--- config.mk ---
export PLATFORM = sky130hd
export DESIGN_NAME = ball_physics_sched
export DESIGN_NICKNAME = d
export VERILOG_FILES = /design/src/rtl/ball_physics_sched.sv
export SDC_FILE = /design/constraint.sdc
export NUM_CORES = 1
export LEC_CHECK = 0
export CORE_ASPECT_RATIO = 0.6
export CORE_MARGIN = 3
export CORE_UTILIZATION = 46
export CTS_CLUSTER_SIZE = 10
export DETAILED_ROUTE_END_ITERATION = 12
export PLACE_DENSITY = 0.61
export SYNTH_ARGS = -nofsm -noshare
export SYNTH_HDL_FRONTEND = slang
export SYNTH_SLANG_ARGS = --single-unit
export TNS_END_PERCENT = 100
--- constraint.sdc ---
create_clock -name clk -period 4.2 [get_ports clk]
set_clock_uncertainty 0.1 [all_clocks]
set_input_delay 0.42 -clock clk [delete_from_list [all_inputs] [get_ports clk]]
set_output_delay 0.42 -clock clk [all_outputs]
set_load 0.05 [all_outputs]
--- src/rtl/ball_physics_sched.sv ---
// ---------------------------------------------------------------------------
// ball_physics_sched
//
// Per-frame physics scheduler for NUM_OBJ bouncing balls. Each frame_end
// pulse starts one pass over the objects in order. Every object goes through
// a single shared datapath in three steps:
//   XUPD   : edge detection and a horizontal step of pxm by SPEED_X
//   YUPD   : ground bounce test and a vertical position/velocity update
//   COMMIT : glow update and write-back of all fields
// A DONE cycle then closes the pass. One pass takes 3*NUM_OBJ+1 cycles.
//
// Optional build macro:
//   BALL_SCHED_DOUBLE_BUF_EN - rd_* reads a display bank. The display bank is
//                              copied from the working bank in the DONE cycle,
//                              so the renderer sees a stable frame.
//   (undefined)              - rd_* reads the working bank live.
//
// Ports:
//   clk         in   pixel clock
//   reset       in   synchronous, active-high reset
//   frame_end   in   single-cycle pulse at the last pixel of a frame
//   rd_idx      in   object select for the read port
//   rd_px       out  px (pxm[11:2]) of the selected object
//   rd_py       out  height above ground of the selected object
//   rd_glow     out  glow threshold of the selected object
//   busy        out  high while an update pass runs
//   done        out  one-cycle pulse once all objects are updated
//   bounce_evt  out  per-object pulse, high in that object's COMMIT cycle
//   overrun     out  pulse when frame_end arrives while busy
// ---------------------------------------------------------------------------
module ball_physics_sched #(
  parameter int NUM_OBJ    = 4,
  parameter int RANGE_X    = 608,
  parameter int SPEED_X    = 9,
  parameter int INIT_VEL   = 21,
  parameter int MIN_VEL    = 17,
  parameter int GLOW_PULSE = 200,
  parameter int GLOW_DECAY = 10,
  parameter int GLOW_MIN   = 15,
  parameter int GLOW_RESET = 10,
  localparam int IDX_W     = $clog2(NUM_OBJ)
) (
  input  logic               clk,
  input  logic               reset,
  input  logic               frame_end,
  input  logic [IDX_W-1:0]   rd_idx,
  output logic [9:0]         rd_px,
  output logic [9:0]         rd_py,
  output logic [7:0]         rd_glow,
  output logic               busy,
  output logic               done,
  output logic [NUM_OBJ-1:0] bounce_evt,
  output logic               overrun
);

  localparam logic [9:0]       RX       = 10'(RANGE_X);
  localparam logic [11:0]      SPD      = 12'(SPEED_X);
  localparam logic [7:0]       VINIT    = 8'(INIT_VEL);
  localparam logic [7:0]       VMIN     = 8'(MIN_VEL);
  localparam logic [7:0]       GPULSE   = 8'(GLOW_PULSE);
  localparam logic [7:0]       GDEC     = 8'(GLOW_DECAY);
  localparam logic [7:0]       GMIN     = 8'(GLOW_MIN);
  localparam logic [7:0]       GRST     = 8'(GLOW_RESET);
  localparam logic [IDX_W-1:0] LAST_IDX = IDX_W'(NUM_OBJ - 1);

  typedef enum logic [2:0] {
    S_IDLE,
    S_XUPD,
    S_YUPD,
    S_COMMIT,
    S_DONE
  } state_t;

  // Objects start evenly spread across the playfield.
  function automatic logic [11:0] pxm_init(input int i);
    pxm_init = 12'(i * (RANGE_X / NUM_OBJ) * 4);
  endfunction

  // A hit re-arms the glow; otherwise it fades down to a floor.
  function automatic logic [7:0] glow_next(input logic [7:0] g, input logic hit);
    if (hit) begin
      glow_next = GPULSE;
    end else if (g > GMIN) begin
      glow_next = g - GDEC;
    end else begin
      glow_next = g;
    end
  endfunction

  // Control
  state_t             state_q;
  logic [IDX_W-1:0]   idx_q;
  logic               busy_q;
  logic               done_q;
  logic [NUM_OBJ-1:0] bounce_evt_q;

  // Working bank (committed object state)
  logic [11:0]        pxm_q  [NUM_OBJ];
  logic [9:0]         py_q   [NUM_OBJ];
  logic signed [7:0]  vel_q  [NUM_OBJ];
  logic [NUM_OBJ-1:0] dx_q;
  logic [7:0]         glow_q [NUM_OBJ];

  // Per-object scratch carried from XUPD/YUPD into COMMIT
  logic [11:0]        xs_pxm_q;
  logic               xs_dx_q;
  logic               xs_edge_q;
  logic [9:0]         ys_py_q;
  logic signed [7:0]  ys_vel_q;
  logic               ys_bnc_q;

  // Shared datapath
  logic [11:0]        cur_pxm;
  logic [9:0]         cur_px;
  logic [9:0]         cur_py;
  logic signed [7:0]  cur_vel;
  logic [7:0]         cur_glow;
  logic               edge_d;
  logic               dx_d;
  logic [11:0]        pxm_d;
  logic signed [11:0] py_ext;
  logic signed [11:0] nvel_ext;
  logic               bnc_d;
  logic [9:0]         py_d;
  logic signed [7:0]  vel_d;
  logic [7:0]         glow_d;

  always_comb begin
    cur_pxm  = pxm_q[idx_q];
    cur_px   = cur_pxm[11:2];
    cur_py   = py_q[idx_q];
    cur_vel  = vel_q[idx_q];
    cur_glow = glow_q[idx_q];

    // Horizontal: the wall test uses the stored px, then the step follows
    // the (possibly flipped) direction. pxm wraps mod 2^12.
    edge_d = (cur_px >= RX) || (cur_px == 10'd0);
    if (cur_px >= RX) begin
      dx_d = 1'b0;
    end else if (cur_px == 10'd0) begin
      dx_d = 1'b1;
    end else begin
      dx_d = dx_q[idx_q];
    end
    pxm_d = dx_d ? (cur_pxm + SPD) : (cur_pxm - SPD);

    // Vertical: bounce when falling and the next step would reach ground.
    // Compared in 12-bit signed so that -(-128) does not overflow.
    py_ext   = signed'({2'b00, cur_py});
    nvel_ext = -(12'(cur_vel));
    bnc_d    = cur_vel[7] && (py_ext <= nvel_ext);
    if (bnc_d) begin
      // pxm_q is not written until COMMIT, so cur_px is still the pre-step px.
      py_d  = '0;
      vel_d = signed'(VMIN + {5'b00000, cur_px[2:0]});
    end else begin
      py_d  = cur_py + 10'(cur_vel);
      vel_d = cur_vel - 8'sd1;
    end

    glow_d = glow_next(cur_glow, ys_bnc_q | xs_edge_q);
  end

  // XUPD / YUPD -> COMMIT scratch registers
  always_ff @(posedge clk) begin
    if (state_q == S_XUPD) begin
      xs_pxm_q  <= pxm_d;
      xs_dx_q   <= dx_d;
      xs_edge_q <= edge_d;
    end
    if (state_q == S_YUPD) begin
      ys_py_q  <= py_d;
      ys_vel_q <= vel_d;
      ys_bnc_q <= bnc_d;
    end
  end

  // Sequencer and working-bank write-back
  always_ff @(posedge clk) begin
    if (reset) begin
      state_q      <= S_IDLE;
      idx_q        <= '0;
      busy_q       <= 1'b0;
      done_q       <= 1'b0;
      bounce_evt_q <= '0;
      dx_q         <= '1;
      for (int i = 0; i < NUM_OBJ; i++) begin
        pxm_q[i]  <= pxm_init(i);
        py_q[i]   <= '0;
        vel_q[i]  <= signed'(VINIT);
        glow_q[i] <= GRST;
      end
    end else begin
      done_q       <= 1'b0;
      bounce_evt_q <= '0;
      unique case (state_q)
        S_IDLE: begin
          if (frame_end) begin
            state_q <= S_XUPD;
            idx_q   <= '0;
            busy_q  <= 1'b1;
          end
        end
        S_XUPD: begin
          state_q <= S_YUPD;
        end
        S_YUPD: begin
          // Registered so the pulse lines up with this object's COMMIT cycle.
          bounce_evt_q[idx_q] <= bnc_d;
          state_q             <= S_COMMIT;
        end
        S_COMMIT: begin
          pxm_q[idx_q]  <= xs_pxm_q;
          dx_q[idx_q]   <= xs_dx_q;
          py_q[idx_q]   <= ys_py_q;
          vel_q[idx_q]  <= ys_vel_q;
          glow_q[idx_q] <= glow_d;
          if (idx_q == LAST_IDX) begin
            state_q <= S_DONE;
            done_q  <= 1'b1;
          end else begin
            idx_q   <= idx_q + IDX_W'(1);
            state_q <= S_XUPD;
          end
        end
        S_DONE: begin
          state_q <= S_IDLE;
          busy_q  <= 1'b0;
        end
        default: begin
          state_q <= S_IDLE;
          busy_q  <= 1'b0;
        end
      endcase
    end
  end

  assign busy       = busy_q;
  assign done       = done_q;
  assign bounce_evt = bounce_evt_q;
  // frame_end during a pass is dropped; flag it in the same cycle.
  assign overrun    = frame_end & busy_q;

`ifdef BALL_SCHED_DOUBLE_BUF_EN
  // Display bank: refreshed once per pass so the renderer never sees a
  // half-updated frame.
  logic [9:0] disp_px_q   [NUM_OBJ];
  logic [9:0] disp_py_q   [NUM_OBJ];
  logic [7:0] disp_glow_q [NUM_OBJ];

  always_ff @(posedge clk) begin
    if (reset) begin
      for (int i = 0; i < NUM_OBJ; i++) begin
        disp_px_q[i]   <= pxm_init(i) >> 2;
        disp_py_q[i]   <= '0;
        disp_glow_q[i] <= GRST;
      end
    end else if (state_q == S_DONE) begin
      for (int i = 0; i < NUM_OBJ; i++) begin
        disp_px_q[i]   <= pxm_q[i][11:2];
        disp_py_q[i]   <= py_q[i];
        disp_glow_q[i] <= glow_q[i];
      end
    end
  end

  assign rd_px   = disp_px_q[rd_idx];
  assign rd_py   = disp_py_q[rd_idx];
  assign rd_glow = disp_glow_q[rd_idx];
`else
  logic [11:0] rd_pxm;
  assign rd_pxm  = pxm_q[rd_idx];
  assign rd_px   = rd_pxm[11:2];
  assign rd_py   = py_q[rd_idx];
  assign rd_glow = glow_q[rd_idx];
`endif

endmodule

## Word-level counts from Yosys, hierarchy flattened

Memories as Yosys holds them, arrays and structs flattened. A register that Yosys moved wholly into a read port is not among the register bits.
Cells that the tools add are included.

- Bits in registers: 48
- Memories: 4
- Memory bits (writable): 152
- Logic and storage cells: 101
- Input port bits: 5

Memories:

| memory | depth | width | read ports | clocked after Yosys merged registers in | wr ports | line | source |
|---|---|---|---|---|---|---|---|
| pxm_q | 4 | 12 | 2 | 1 | 4 | 98 | `logic [11:0] pxm_q [NUM_OBJ];` |
| py_q | 4 | 10 | 2 | 1 | 4 | 99 | `logic [9:0] py_q [NUM_OBJ];` |
| glow_q | 4 | 8 | 2 | 1 | 4 | 102 | `logic [7:0] glow_q [NUM_OBJ];` |
| vel_q | 4 | 8 | 1 | 1 | 4 | 100 | `logic signed [7:0] vel_q [NUM_OBJ];` |

- Magnitude comparators: 5
- Mux-type cells: 45
- Add/sub/neg operators: 8
- Reductions and logical operators: 15
- Bitwise gates (word level): 6
- Equal/unequal tests: 6

Operator list:

| kind | count |
|---|---|
| two-way mux 8 bit | 5 |
| two-way mux 2 bit | 14 |
| two-way mux 12 bit | 2 |
| OR reduction 8 bit | 2 |
| two-way mux 1 bit | 15 |
| adder 12 x 4 -> 12 bit, second input constant | 1 |
| less-or-equal comparator 11 x 12 -> 1 bit | 1 |
| negator 8 -> 12 bit | 1 |
| case mux 3 bit (4 select lines) | 1 |
| OR reduction 12 bit | 1 |
| subtractor 12 x 4 -> 12 bit, second input constant | 1 |
| adder 10 bit | 1 |
| >= comparator 10 bit, second input constant | 1 |
| zero test 10 bit | 1 |
| two-way mux 10 bit | 1 |
| OR reduction 10 bit | 1 |
| > comparator 8 x 4 -> 1 bit, second input constant | 1 |
| subtractor 8 x 2 -> 8 bit, second input constant | 1 |
| subtractor 8 x 4 -> 8 bit, second input constant | 1 |
| adder 5 x 3 -> 6 bit, first input constant | 1 |
| equality test 3 x 2 -> 1 bit, second input constant | 2 |
| two-way mux 3 bit | 2 |
| bitwise AND 4 bit | 1 |
| bitwise mux 4 bit | 1 |
| other kinds (21) | 26 |

## Logic depth before layout (Yosys ltp)

Gate-level depths: netlist (run 1).

- Word-level depth: 6
- Depth in mapped cells: 16
- Depth with buffers taken out: 14

## Least setup slack after synthesis (run 1)

Ideal clock, no wire load.

- Path type: reg-to-reg
- Start point: reg (tool-made name)
- End point: reg xs_pxm_q[10] (data pin)
- Period minus slack after synthesis: 3.828 ns
- Data arrival time: 3.570 ns
- Path slack: 0.372 ns
- Cell stages (with the launch flop): 17
- Required time: 3.942 ns
- Setup time: 0.158 ns
- Cells stage by stage: dfxtp_1 > buf_6 > buf_6 > mux4_2 > inv_1 > ha_1 > a41oi_2 > nor2_2 > inv_1 > ha_1 > nor2b_1 > o21ai_1 > a21boi_0 > o21ai_0 > a211o_1 > or4b_1 > o211ai_1

RTL lines:

| item | line | source |
|---|---|---|
| end signal: assignment | 167 | `xs_pxm_q <= pxm_d;` |
| end: declaration | 105 | `logic [11:0] xs_pxm_q;` |

==> impl_metrics.ini, run 1 <==
[global_route]
grt_usage_pct = 20.5
antenna_found_initial = 0
gr-total-overflow = 0
grt_pass1_vias = 6671
grt_first_pass_wirelength_um = 38700
grt_max_degree = 39

[yosys]
synth_top_area_share_pct = 53.1
yosysMostFrequentCell = edfxtp_1
synth_edf_count = 185
syn_inst = 734
synth_nets = 779
avgSynthCellArea_sq_um = 14.2
synth_area_leaders = edfxtp_1 (53%), mux4_2 (13%), and2_1 (6.2%)
yosysUniqueCellTypes = 58
synth-seq-cells = 202
yosys.area.top_type = edfxtp_1
synth_common_cells = edfxtp_1 (185), and2_1 (103), mux4_2 (62), nor2_1 (50), ha_1 (38)
async_flop_share_pct = 0
netlist_area_sq_um = 10500
ys_warn_count = 0
yosys_most_used_dff = edfxtp_1
ys_seq_area_share_pct = 56.4

[critical_path]
r2r_slack_ns = 0.18
slowest_delay_ns = 0.60
cp_top_family = compound AO/OA/AOI/OAI gates
reg2reg_to = xs_pxm_q[10]
worstPathRequired_ns = 4.44
crit_type = register to register
end_kind = register
crit_buf_inv = 1
rr_worst_depth = 13
path_cells = mux4_2, nor4_4, a41oi_2, nor2_2, inv_1, ha_1, nor2b_1, o21ai_1, a21boi_0, o21ai_0, a211o_1, or4b_1, o211ai_1
crit_fanout = 12
start_kind = register
critPathArrivalTime_ns = 4.26
critPathSlowestCell = mux4_2

[clock_network]
clock-sinks = 202
cts_setup_buffers = 0
clock_latency_ns = 0.51
cts_buffers = 24
cts_root_buffer = clkbuf_16
cts_tree = yes
clk_pin_slew_ns = 0.06
htree_levels = 1
clockBufferDepth = 3

[sta]
finalCriticalPeriod_ns = 4.02
setup_violations = 0
slew-limit-headroom_pct = 53.6
max_freq_mhz = 249
hold_slack_ns = 0.376
fin_crit_sh_pct = 95.6
report.final.slew_viol_count = 0
grt_setup_unrepaired = false
hold_violations = 0
tightestPinTransition_ns = 0.695
fin_setup_tns_ns = 0

[detailed_routing]
ant_nets = 0
wl_um = 24900
via_count = 6346
first_iter_violations = 423
via_per_inst = 5.69
routedWlPerCell_um = 22.3
drcViolationCount = 0
first_pass_iters = 7

[layout]
nNetsFinal = 835
fin_cells = 1116
multi_input_area_sq_um = 4340
antenna_cells = 0
fillers = 1851
drive_gt1_share_pct = 17.0
area_delta_synth_final_pct = 15.2
area.sequential_sq_um = 5900
final_cell_area_sq_um = 12000

[floorplanning]
fp.dieW_um = 201
die_area_sq_um = 24600
fp.coreArea_sq_um = 22200
dieHeight_um = 123
rows = 42
io_pins = 40
start_util_pct = 47.1

[run_status]
status = completed

[min_path]
hold_start = dx_q[3]
min_path_cells = 1
hold_path_class = register to register
worstHoldEndpoint = dx_q[3]

[power_and_ir_drop]
power_mw = 4.98
power.leakage_nw = 4.22
peakVddDrop_uv = 245
p_per_area_nw_per_um2 = 413

[place]
gp_congestion = 0.846
post-place-cells = 1072
postPlaceCellArea_sq_um = 11300
place.detailed.hpwl_um = 15700
io_buffers = 39

[run]
maxCapViolCount = 0
[registers in the layout, summed over array words and instances (netlist names), 2 cells and up, named ones only]
register and count:
pxm_q 48, py_q 40, glow_q 32, vel_q 32, xs_pxm_q 12, ys_py_q 10
ys_vel_q 8, bounce_evt 4, dx_q 4, state_q 3, idx_q 2
[kinds of logic (layout without fill, tap and decap cells)]
group,count (synthesis),in the layout,synth area share [%]
simple gates,270,270,14.6
flops,202,202,56.4
mux,73,73,15.2
compound gates,61,61,4.14
buf+inv,60,134,2.41
fa+ha+maj,40,40,4.93
xor+xnor,28,28,2.35
[stage by stage]
| step | utilization, % | setup WS (ns) |
|---|---|---|
| floorplan | - | 0.372 |
| global placement | 51.1 | 0.288 |
| detailed placement | 51.1 | 0.110 |
| CTS | 54.3 | 0.0893 |
| global route | 54.3 | 0.00954 |
| finish | 54.3 | 0.183 |
[where the power goes]
| group | internal [mW] | total (mW) | switching, mW |
|---|---|---|---|
| Sequential | 2.33 | 2.40 | 0.0676 |
| Clock | 1.11 | 1.87 | 0.768 |
| Combinational | 0.276 | 0.707 | 0.431 |
| Total | 3.71 | 4.98 | 1.27 |
[worst reg2reg max path, stage by stage, from the launching register on]
cell      delay, ns
dfxtp_4        0.50
mux4_2         0.60
nor4_4         0.34
a41oi_2        0.18
nor2_2         0.13
inv_1          0.07
ha_1           0.35
nor2b_1        0.15
o21ai_1        0.22
a21boi_0       0.18
o21ai_0        0.26
a211o_1        0.22
or4b_1         0.44
o211ai_1       0.11
[cells in the final DEF (no fill, tap or decap), types with 3 or more instances in the layout]
cell	count
mux4_1	5
or3_1	7
nand2b_2	3
clkbuf_1	18
mux2i_1	4
edfxtp_1	185
and2_1	103
nor2b_1	7
a21oi_1	14
buf_4	20
nand3_1	7
o21a_1	3
clkbuf_16	25
nor3_1	11
a21boi_0	7
dfxtp_1	15
nor2_1	50
xor2_1	8
a311o_1	3
nand2_1	32
buf_12	4
mux4_2	62
a21o_1	4
o21ai_0	10
inv_1	25
clkdlybuf4s50_1	38
ha_1	38
nand2b_1	21
nand4_1	5
and3_1	7
nor4_4	3
xnor2_1	20
[layout make-up]
cell class	count	area share [%]
clock buffer	43	5.76
clock inverter	1	0.0624
inverter	27	0.842
multi-input combinational	472	36.0
sequential	202	49.0
tap	308	3.20
timing repair buffer	63	5.11
[what timing repair did]
| action | CTS | global route |
|---|---|---|
| setup endpoints to repair | 0 | 14 |
| gates resized for setup | 0 | 1 |
| hold buffers | 0 | 0 |
[worst max path at each step]
stage | startpoint | end | cells past startpoint
floorplan | register | xs_pxm_q[10] | 16
global placement | register | ys_vel_q[1] | 11
detailed placement | register | xs_pxm_q[10] | 13
CTS | register | xs_pxm_q[10] | 13
global route | register | xs_pxm_q[10] | 13
finish | register | xs_pxm_q[10] | 13
[metal layers]
| metal | wire [um] | global-route usage [%] | vias up |
|---|---|---|---|
| met1 | 11600 | 30.3 | 3233 |
| met4 | 344 | 4.52 | 0 |
| li1 | - | - | 2879 |
| met5 | 0 | 0 | - |
| met3 | 1480 | 2.99 | 31 |
| met2 | 11400 | 32.8 | 203 |
(Power assumes the default switching activity.)
==> run 2, diff against run 1 <==
- ABC_CLOCK_PERIOD_IN_PS: default -> 4200
- CORE_ASPECT_RATIO: 0.6 -> default
==> run 2 against run 1 <==
Effect of this change:
- final cell count shrank 2.2%
- first-iteration DRC count shrank 5.9%
- sequential share of layout area shrank 0.19 points
- critical endpoint unchanged
==> impl_metrics.ini, run 2 (synthesized netlist as in run 1, its figures left out) <==
[run_status]
status = completed

[detailed_routing]
first_iter_violations = 398
wl_um = 23300
first_pass_iters = 5
ant_nets = 0
drcViolationCount = 0
via_per_inst = 5.73
routedWlPerCell_um = 21.3
via_count = 6261

[layout]
drive_gt1_share_pct = 17.6
regMostFlops = pxm_q
reg_top3 = pxm_q: 48 flops, py_q: 40 flops
layout.cells.most_common_list = edfxtp_1 (185), and2_1 (103), mux4_2 (62)
nNetsFinal = 839
largest_reg_flops = 48
antenna_cells = 0
layout_commonest_cell = edfxtp_1
area_delta_synth_final_pct = 15.6
final_cell_area_sq_um = 12100

[clock_network]
cts_tree = yes
clk_pin_slew_ns = 0.05
clock-sinks = 202
cts_setup_buffers = 0
post_cts_resized = 0
holdBufCountCts = 0
clock_latency_ns = 0.51
cts_root_buffer = clkbuf_16
htree_levels = 1
clockBufferDepth = 3
cts_buffers = 24

[floorplanning]
rows = 54
start_util_pct = 47.3
die_area_sq_um = 24600
io_pins = 40
fp.coreArea_sq_um = 22100
fp.dieW_um = 157
dieHeight_um = 157

[power_and_ir_drop]
power.leakage_nw = 4.27
switching_share_pct = 24.9
pwr-share-comb_pct = 13.9
p_int_mw = 3.76
p_switching_mw = 1.25
p_per_area_nw_per_um2 = 414
pwr-share-seq_pct = 47.8
peakVddDrop_uv = 321
clockPowerShare_pct = 38.3

[place]
io_buffers = 39
place.detailed.hpwl_um = 15200
gp_congestion = 0.859
postPlaceCellArea_sq_um = 11400
dpl_worst_slack_ns = 0.167

[sta]
tightestPinTransition_ns = 0.881
grt_setup_unrepaired = false
slew-limit-headroom_pct = 41.2
setup_violations = 0
hold_violations = 0
worst_slack_ns = 0.302
report.final.slew_viol_count = 0
fin_crit_sh_pct = 92.8
fin_setup_tns_ns = 0
finalCriticalPeriod_ns = 3.90
max_freq_mhz = 257

[global_route]
grt_pass1_vias = 6696
grt_usage_pct = 19.7
gr-total-overflow = 0
antenna_found_initial = 0
grt_first_pass_wirelength_um = 37500
grt_max_degree = 35

[critical_path]
crit_fanout = 13
crit_type = register to register
worstPathRequired_ns = 4.45
critPathArrivalTime_ns = 4.15
end_kind = register
start_kind = register

[run]
maxCapViolCount = 0

[min_path]
hold_path_class = register to register
run 2: metrics by stage:
stage	power (mW)	hold WS, ns	instances	utilization, %
floorplan	2.90	0.330	734	-
global placement	3.12	0.355	1048	51.4
detailed placement	3.13	0.370	1048	51.4
CTS	5.06	0.383	1092	54.7
global route	5.22	0.392	1092	54.7
finish	5.01	0.391	1092	54.7
run 2: cell type report:
| cell class | count | area [sq um] |
|---|---|---|
| inverters | 27 | 101 |
| well taps | 280 | 350 |
| flip-flops and latches | 202 | 5900 |
| multi-input cells | 472 | 4340 |
| clock buffers | 44 | 727 |
| fillers | 1770 | 10000 |
| repair buffers | 67 | 671 |
run 2: final timing paths:
path | from | to | slack (ns) | cells after the start
max reg2reg | register | xs_pxm_q[10] | 0.30 | 13
max | register | xs_pxm_q[10] | 0.30 | 13
min reg2reg | dx_q[3] | dx_q[3] | 0.39 | 1
min | dx_q[3] | dx_q[3] | 0.39 | 1
run 2: per-layer routing:
metal  global-route usage, %  part of all wire, %  vias up
li1                        -                    -     2880
met4                    4.96                  2.4        0
met2                    34.0                   50      140
met3                    3.04                  4.3       35
met1                    26.3                   43     3206
met5                       0                    0        -
run 2: power by group through the flow:
stage / combinational [mW] / sequential, mW / clock, mW
after floorplan: 0.490 / 2.41 / 0
after global placement: 0.690 / 2.43 / 0
after detailed placement: 0.695 / 2.44 / 0
after CTS: 0.703 / 2.39 / 1.97
after global routing: 0.754 / 2.41 / 2.06
final: 0.696 / 2.39 / 1.92
run 2: worst max-delay path, stage by stage, from the launching register on:
cell      delay, ns
dfxtp_4        0.49
mux4_2         0.60
nor4_4         0.34
a41oi_2        0.18
nor2_2         0.14
inv_1          0.07
ha_1           0.35
nor2b_1        0.15
o21ai_1        0.14
a21boi_0       0.13
o21ai_0        0.27
a211o_1        0.24
or4b_1         0.44
o211ai_1       0.10
==> run 3, diff against run 2 <==
- CORE_UTILIZATION: 46 -> 56
- PLACE_DENSITY: 0.61 -> 0.72
==> run 3 against run 2 <==
Effect of this change:
- clock power decreased by 4%
- final cell count decreased by 5.5%
- fmax decreased by 0.61%
- wire length about the same
- worst hold slack improved by 0.023 ns
- non-clock buffer count decreased by 2
- largest cell class unchanged
- largest power group unchanged
==> impl_metrics.ini, run 3 (synthesized netlist as in run 1, its figures left out) <==
[run_status]
status = completed

[floorplanning]
dieHeight_um = 143
rows = 49
io_pins = 40
fp.coreArea_sq_um = 18100
start_util_pct = 57.6
die_area_sq_um = 20300
fp.dieW_um = 143

[place]
dpl_worst_slack_ns = 0.153
postPlaceCellArea_sq_um = 11200
gp_congestion = 0.855
io_buffers = 39
place.detailed.hpwl_um = 15000

[global_route]
antenna_found_initial = 0
use_met2_pct = 42.2
grtUsageMet1_pct = 31.0
gr-total-overflow = 0
grt_max_degree = 35
grt_usage_pct = 23.6
grt_first_pass_wirelength_um = 36800
grt_pass1_vias = 6595
top_usage_layer = met2
use_met3_pct = 3.25

[detailed_routing]
via_per_inst = 6.14
ant_nets = 0
first_iter_violations = 452
routedWlPerCell_um = 22.5
via_count = 6334
first_pass_iters = 5
wl_um = 23300
drcViolationCount = 0

[clock_network]
clock_latency_ns = 0.51
cts_root_buffer = clkbuf_16
clock-sinks = 202
clockBufferDepth = 3
cts_buffers = 24
holdBufCountCts = 0
cts_tree = yes
clk_pin_slew_ns = 0.05
htree_levels = 1

[sta]
tightestPinTransition_ns = 0.646
fin_setup_tns_ns = 0
max_freq_mhz = 255
worst_slack_ns = 0.278
hold_violations = 0
fin_crit_sh_pct = 93.4
grt_setup_unrepaired = false
report.final.slew_viol_count = 0
setup_violations = 0
finalCriticalPeriod_ns = 3.92
slew-limit-headroom_pct = 56.9

[power_and_ir_drop]
power_mw = 4.93
p_per_area_nw_per_um2 = 413
peakVddDrop_uv = 304
power.leakage_nw = 4.24

[layout]
layout.cells.most_common_list = edfxtp_1 (185), and2_1 (103), mux4_2 (62)
layout_commonest_cell = edfxtp_1
reg_top3 = pxm_q: 48 flops, py_q: 40 flops
area_delta_synth_final_pct = 14.2
multi_input_area_sq_um = 4340
nNetsFinal = 837
final_core_util_pct = 65.8
final_cell_area_sq_um = 11900
regMostFlops = pxm_q
fillers = 1319
area.sequential_sq_um = 5900
drive_gt1_share_pct = 17.4
largest_reg_flops = 48
antenna_cells = 0

[critical_path]
end_kind = register
worstPathRequired_ns = 4.45
start_kind = register
crit_type = register to register
crit_fanout = 12
critPathArrivalTime_ns = 4.17

[run]
maxCapViolCount = 0

[min_path]
hold_start = dx_q[3]
hold_path_class = register to register
run 3: cell count changes in the layout (fill, tap and decap cells not counted), sizes merged:
cell / previous run / this run
buf: 29 / 27
clkbuf: 44 / 36
clkinv: 0 / 1
run 3: where the power goes:
group          total, mW  leakage [nW]  internal [mW]  switching (mW)
combinational      0.698          2.00          0.280           0.418
clock               1.84         0.331           1.09           0.743
sequential          2.39          1.91           2.33          0.0669
total               4.93          4.24           3.70            1.23
run 3: final timing paths:
| kind | slack, ns | to | depth (start not counted) |
|---|---|---|---|
| setup / recovery | 0.28 | xs_pxm_q[10] | 13 |
| hold / removal | 0.41 | dx_q[3] | 1 |
| setup reg to reg | 0.28 | xs_pxm_q[10] | 13 |
| hold reg to reg | 0.41 | dx_q[3] | 1 |
run 3: critical path: stages (launching register included):
cell and delay (ns):
dfxtp_4 0.48, mux4_1 0.61, nor2_1 0.27, a21boi_0 0.20, nor2_2 0.16, inv_1 0.07, ha_1 0.36, nor2b_1 0.16
o21ai_1 0.15, a21boi_0 0.16, o21ai_0 0.25, a211o_1 0.23, or4b_1 0.45, o211ai_1 0.11
run 3: area by class of cell:
class / count / area share, %
sequential: 202 / 49.4
multi-input combinational: 472 / 36.3
clock buffer: 36 / 5.67
timing repair buffer: 65 / 5.31
tap: 229 / 2.40
inverter: 27 / 0.849
clock inverter: 1 / 0.0419
run 3: stage by stage:
step                cells  hold WS, ns
finish               1032        0.414
global route         1032        0.430
CTS                  1031        0.417
detailed placement    994        0.405
global placement      994        0.361
floorplan             734        0.330
run 3: layer usage:
layer  vias to the layer above  share of wire [%]
met5                         -                  0
met4                         0                1.6
met3                        35                5.6
met2                       192                 53
met1                      3228                 40
li1                       2879                  -
run 3: what timing repair did:
| item | in CTS | in global routing |
|---|---|---|
| gates resized for setup | 0 | 2 |
| setup buffers | 0 | 1 |
| endpoints found under the setup margin | 0 | 17 |
==> RTL change 1 (flow settings as in run 3) <==
`NUM_OBJ`: 4 -> 8.
--- a/src/rtl/ball_physics_sched.sv
+++ b/src/rtl/ball_physics_sched.sv
@@ -29,7 +29,7 @@
 //   overrun     out  pulse when frame_end arrives while busy
 // ---------------------------------------------------------------------------
 module ball_physics_sched #(
-  parameter int NUM_OBJ    = 4,
+  parameter int NUM_OBJ    = 8,
   parameter int RANGE_X    = 608,
   parameter int SPEED_X    = 9,
   parameter int INIT_VEL   = 21,
Ports: changed (resized bounce_evt and rd_idx); port bits go from 40 to 45. No check against the original RTL was run, so the function may have changed too.
==> RTL change 1 against run 3 <==
  * Global-route usage up 4.4 points
  * Setup slack worse by 0.10 ns
  * Wire length up 120%
  * Combinational power up 78%
  * Utilization down 0.24 points
  * Highest routed layer unchanged
  * Synthesized area up 80%
  * Design area up 80%
  * Via count up 91%
  * Sequential cell count up 162
  * Clock power up 87%
  * Die area up 76%
  * Total power up 82%
==> RTL change 1: results (changes against run 3) <==
Antenna Cells=0 (unchanged); power in the clock group=3440 uW (+87%); placed cell area=0.0200 sq mm (+78%); buffer count from post-CTS setup fixing=0 (unchanged); Layout fillers=2353 (+78%); Int Pwr=6710 uW (+81%); RePlAce Congestion=0.874 (+2.3%); Reg2Reg Depth=12 (-1); pwr/cell area=416 mW/mm^2 (+0.87%); fraction of final layout cells sized beyond drive strength 1=25.6% (+8.2 points); # setup viols final=0 (unchanged); vias in the first global route=12300 (+87%); Syn Area/Cell=14.6 sq um (+2.3%); EDFF count, synth=337 (+82%); Starting DRT DRC Count=1426 (+220%); CTS resizes=4 (+4); met3 wire len=4.29 mm (+230%); Post-synth top cells=337 x edfxtp_1, 177 x and3_1, 124 x mux4_2, 81 x nor2_1, 65 x clkbuf_1; peak supply drop=0.347 mV (+14%); M1 GR Usage=38.8% (+7.9 points); wire per inst=27.4 microns (+22%); WL met2=24.3 mm (+98%); FFs w/ async S/R, synth=0% (unchanged); Hold WS=0.385 ns (-0.0292 ns); H-Tree Depth=2 (+1); first-pass GRT wire length=75.0 mm (+100%); port buffer count=44 (+13%); mean number of vias per cell=6.61 (+7.7%); Arr. time, crit path=4.19 ns (+0.02 ns); slowest stage delay, CP=0.53 ns (-0.08 ns); clk slew on worst S/H paths=0.06 ns; final WL=50.1 mm (+120%); PnR worst setup slack=0.179 ns (-0.0998 ns); sequential area share after synthesis=56.7% (+0.34 points); Met1 Routed Length=19.7 mm (+110%); Slew headroom=17.1% (-40 points); largest registers=pxm_q x96, py_q x80; total track usage=28.0% (+4.4 points); Layout Nets=1402 (+68%); family with the most delay on the worst path=multiplexers; CTS buffer count=43 (+79%); Cells after DPL=1744 (+75%); leakage=0.00786 uW (+86%); Critical-path top delay cell=mux4_2; antenna violations before repair=0 (unchanged); Logic power comb=1240 uW (+78%); syn nets=1334 (+71%); ranking of synthesized cells by area=edfxtp_1 54%, mux4_2 15%, and3_1 5.9%, mux2_2 3.2%, dfxtp_1 2.9%; status=finished, final reports clean; largest net degree at the start of global routing=167 (+380%); pre-CTS WS=-0.100 ns (-0.254 ns); DP HPWL=29.9 mm (+100%); main flop type after synthesis=edfxtp_1; hold path cells=1 (unchanged); CP Max Fanout=8 (-4); CTS max path bufs=3 (unchanged); Unique masters post-synth=63 (+8.6%); met3 Use GR=4.89% (+1.6 points); clock latency on the worst-skew pair=0.53 ns (+0.02 ns); global-route met2 utilization=45.5% (+3.3 points)
-- RTL change 1: area by class of cell --
cell class | instances | area, sq um | share of cell area [%]
Clock buffer | 71 | 1240 | 5.79
Timing Repair Buffer | 118 | 1110 | 5.19
Multi-Input combinational cell | 805 | 7780 | 36.2
Tap cell | 442 | 553 | 2.57
Sequential cell | 364 | 10700 | 49.7
Clock inverter | 1 | 30.0 | 0.140
Inverter | 26 | 97.6 | 0.454
-- RTL change 1: kinds of logic after synthesis --
kind of cell / after synthesis / share of synthesized area [%]
and+or+nand+nor: 456 / 13.4
DFF: 364 / 56.7
muxes: 205 / 20.2
buffers and inverters: 121 / 2.93
AOI/OAI and AO/OA: 77 / 2.75
adders and majority gates: 38 / 2.61
xor gates and xnor gates: 29 / 1.35
-- RTL change 1: worst paths after layout --
check / end / start
setup / recovery: ys_vel_q[3] / register
setup reg to reg: ys_vel_q[3] / register
hold / removal: dx_q[7] / dx_q[7]
hold reg to reg: dx_q[7] / dx_q[7]
==> RTL change 2 (settings of run 3) <==
Made on the original files. The 5 states of `state_t` get a one-hot encoding in 5 bits.
--- a/src/rtl/ball_physics_sched.sv
+++ b/src/rtl/ball_physics_sched.sv
@@ -63,12 +63,12 @@
   localparam logic [7:0]       GRST     = 8'(GLOW_RESET);
   localparam logic [IDX_W-1:0] LAST_IDX = IDX_W'(NUM_OBJ - 1);
 
-  typedef enum logic [2:0] {
-    S_IDLE,
-    S_XUPD,
-    S_YUPD,
-    S_COMMIT,
-    S_DONE
+  typedef enum logic [4:0] {
+    S_IDLE   = 5'b00001,
+    S_XUPD   = 5'b00010,
+    S_YUPD   = 5'b00100,
+    S_COMMIT = 5'b01000,
+    S_DONE   = 5'b10000
   } state_t;
 
   // Objects start evenly spread across the playfield.
Check against the original RTL: same outputs for any inputs over 10 cycles, from zero or initial values and one cycle with reset high; not proved beyond that.
==> RTL change 2 against run 3 <==
  * Wire length increased by 2.4%
  * Setup slack improved by 0.056 ns
  * Sequential cell count increased by 2
  * Critical path depth decreased by 2
  * Non-clock buffer count increased by 6
  * Combinational power decreased by 37%
  * Cell count increased by 1.3%
  * First-iteration DRC count decreased by 2.7%
  * Synthesized area increased by 1.5%
  * Total power decreased by 7.2%
  * Design area increased by 1.1%
  * Critical path type unchanged
  * Largest cell class unchanged
==> RTL change 2: results (changes against run 3) <==
leakage=0.00429 uW (+1.2%); complex-gate fraction of the synthesized area=4.82% (+0.68 points); power in the clock group=1830 uW; post-synthesis mux area share=15.1% (-0.12 points); slowest stage delay, CP=0.54 ns (-0.07 ns); Vias=6555 (+3.5%); CP Max Fanout=19 (+7); xor/xnor cell area share of the yosys netlist=2.30% (-0.047 points); fin crit share=92.0% (-1.3 points); fraction of final layout cells sized beyond drive strength 1=17.9% (+0.46 points); met3 Use GR=3.79% (+0.55 points); Seq pwr share=50.3% (+1.7 points); Syn Area/Cell=14.3 sq um (+0.41%); first-pass GRT wire length=38.1 mm (+3.5%); RePlAce Congestion=0.814 (-4.8%); M1 GR Usage=32.5% (+1.5 points); met3 wire len=1.61 mm (+23%); Critical-path top delay cell=dfxtp_2; mean number of vias per cell=6.27 (+2.2%); sequential area share after synthesis=55.9% (-0.46 points); Post-synth top cells=185 x edfxtp_1, 99 x and2_1, 57 x mux4_2, 54 x nor2_1, 38 x ha_1; Worst-Margin Slew=0.918 ns (+0.272 ns); r2r setup slk=0.33 ns (+0.06 ns); Layout Nets=850 (+1.6%); ranking of synthesized cells by area=edfxtp_1 52%, mux4_2 12%, and2_1 5.8%, ha_1 4.5%, dfxtp_1 3.6%; peak supply drop=0.337 mV (+11%); WL met2=12.1 mm (-1.0%); DP HPWL=15.5 mm (+3.4%); syn nets=787 (+1.0%); total track usage=24.2% (+0.61 points); family with the most delay on the worst path=multiplexers; Switching Power=1060 uW (-14%); r2r endpoint=ys_vel_q[1]; global-route met2 utilization=41.9% (-0.27 points); pre-CTS WS=0.0669 ns (-0.0862 ns); Starting DRT DRC Count=440 (-2.7%); placed cell area=0.0113 sq mm (+0.91%); status=finished, final reports clean; final WL=23.8 mm (+2.4%); Reg2Reg Depth=11 (-2); vias in the first global route=6996 (+6.1%); largest net degree at the start of global routing=33 (-5.7%); Unique masters post-synth=60 (+3.4%); Arr. time, crit path=4.02 ns (-0.15 ns); Int Pwr=3520 uW (-5.0%); Post-Synth Adder-Cell Area=4.86% (-0.073 points)
## RTL change 2: changes by cell type after synthesis, moves of 4 or more
cell	delta
nand2b_1	-9
or3_1	+6
mux4_2	-5
nand2_1	-5
nand3_1	+5
o21a_1	+5
and2_1	-4
buf_6	+4
clkbuf_1	-4
nor2_1	+4
xnor2_1	-4
## RTL change 2: worst min path at each step
stage / startpoint / end / slack (ns) / cells after the start
6_report: dx_q[3] / dx_q[3] / 0.36 / 1
2_1_floorplan: dx_q[3] / dx_q[3] / 0.33 / 1
4_1_cts: dx_q[3] / dx_q[3] / 0.36 / 1
5_1_grt: dx_q[3] / dx_q[3] / 0.40 / 1
3_3_place_gp: dx_q[3] / dx_q[3] / 0.35 / 1
3_5_place_dp: dx_q[3] / dx_q[3] / 0.36 / 1
## RTL change 2: final cells by class
cell class,instances,area [sq um]
clock inverters,1,3.75
inverters,26,97.6
flip-flops and latches,204,5940
multi-input cells,478,4410
clock buffers,36,667
repair buffers,71,667
fillers,1312,6200
well taps,229,287
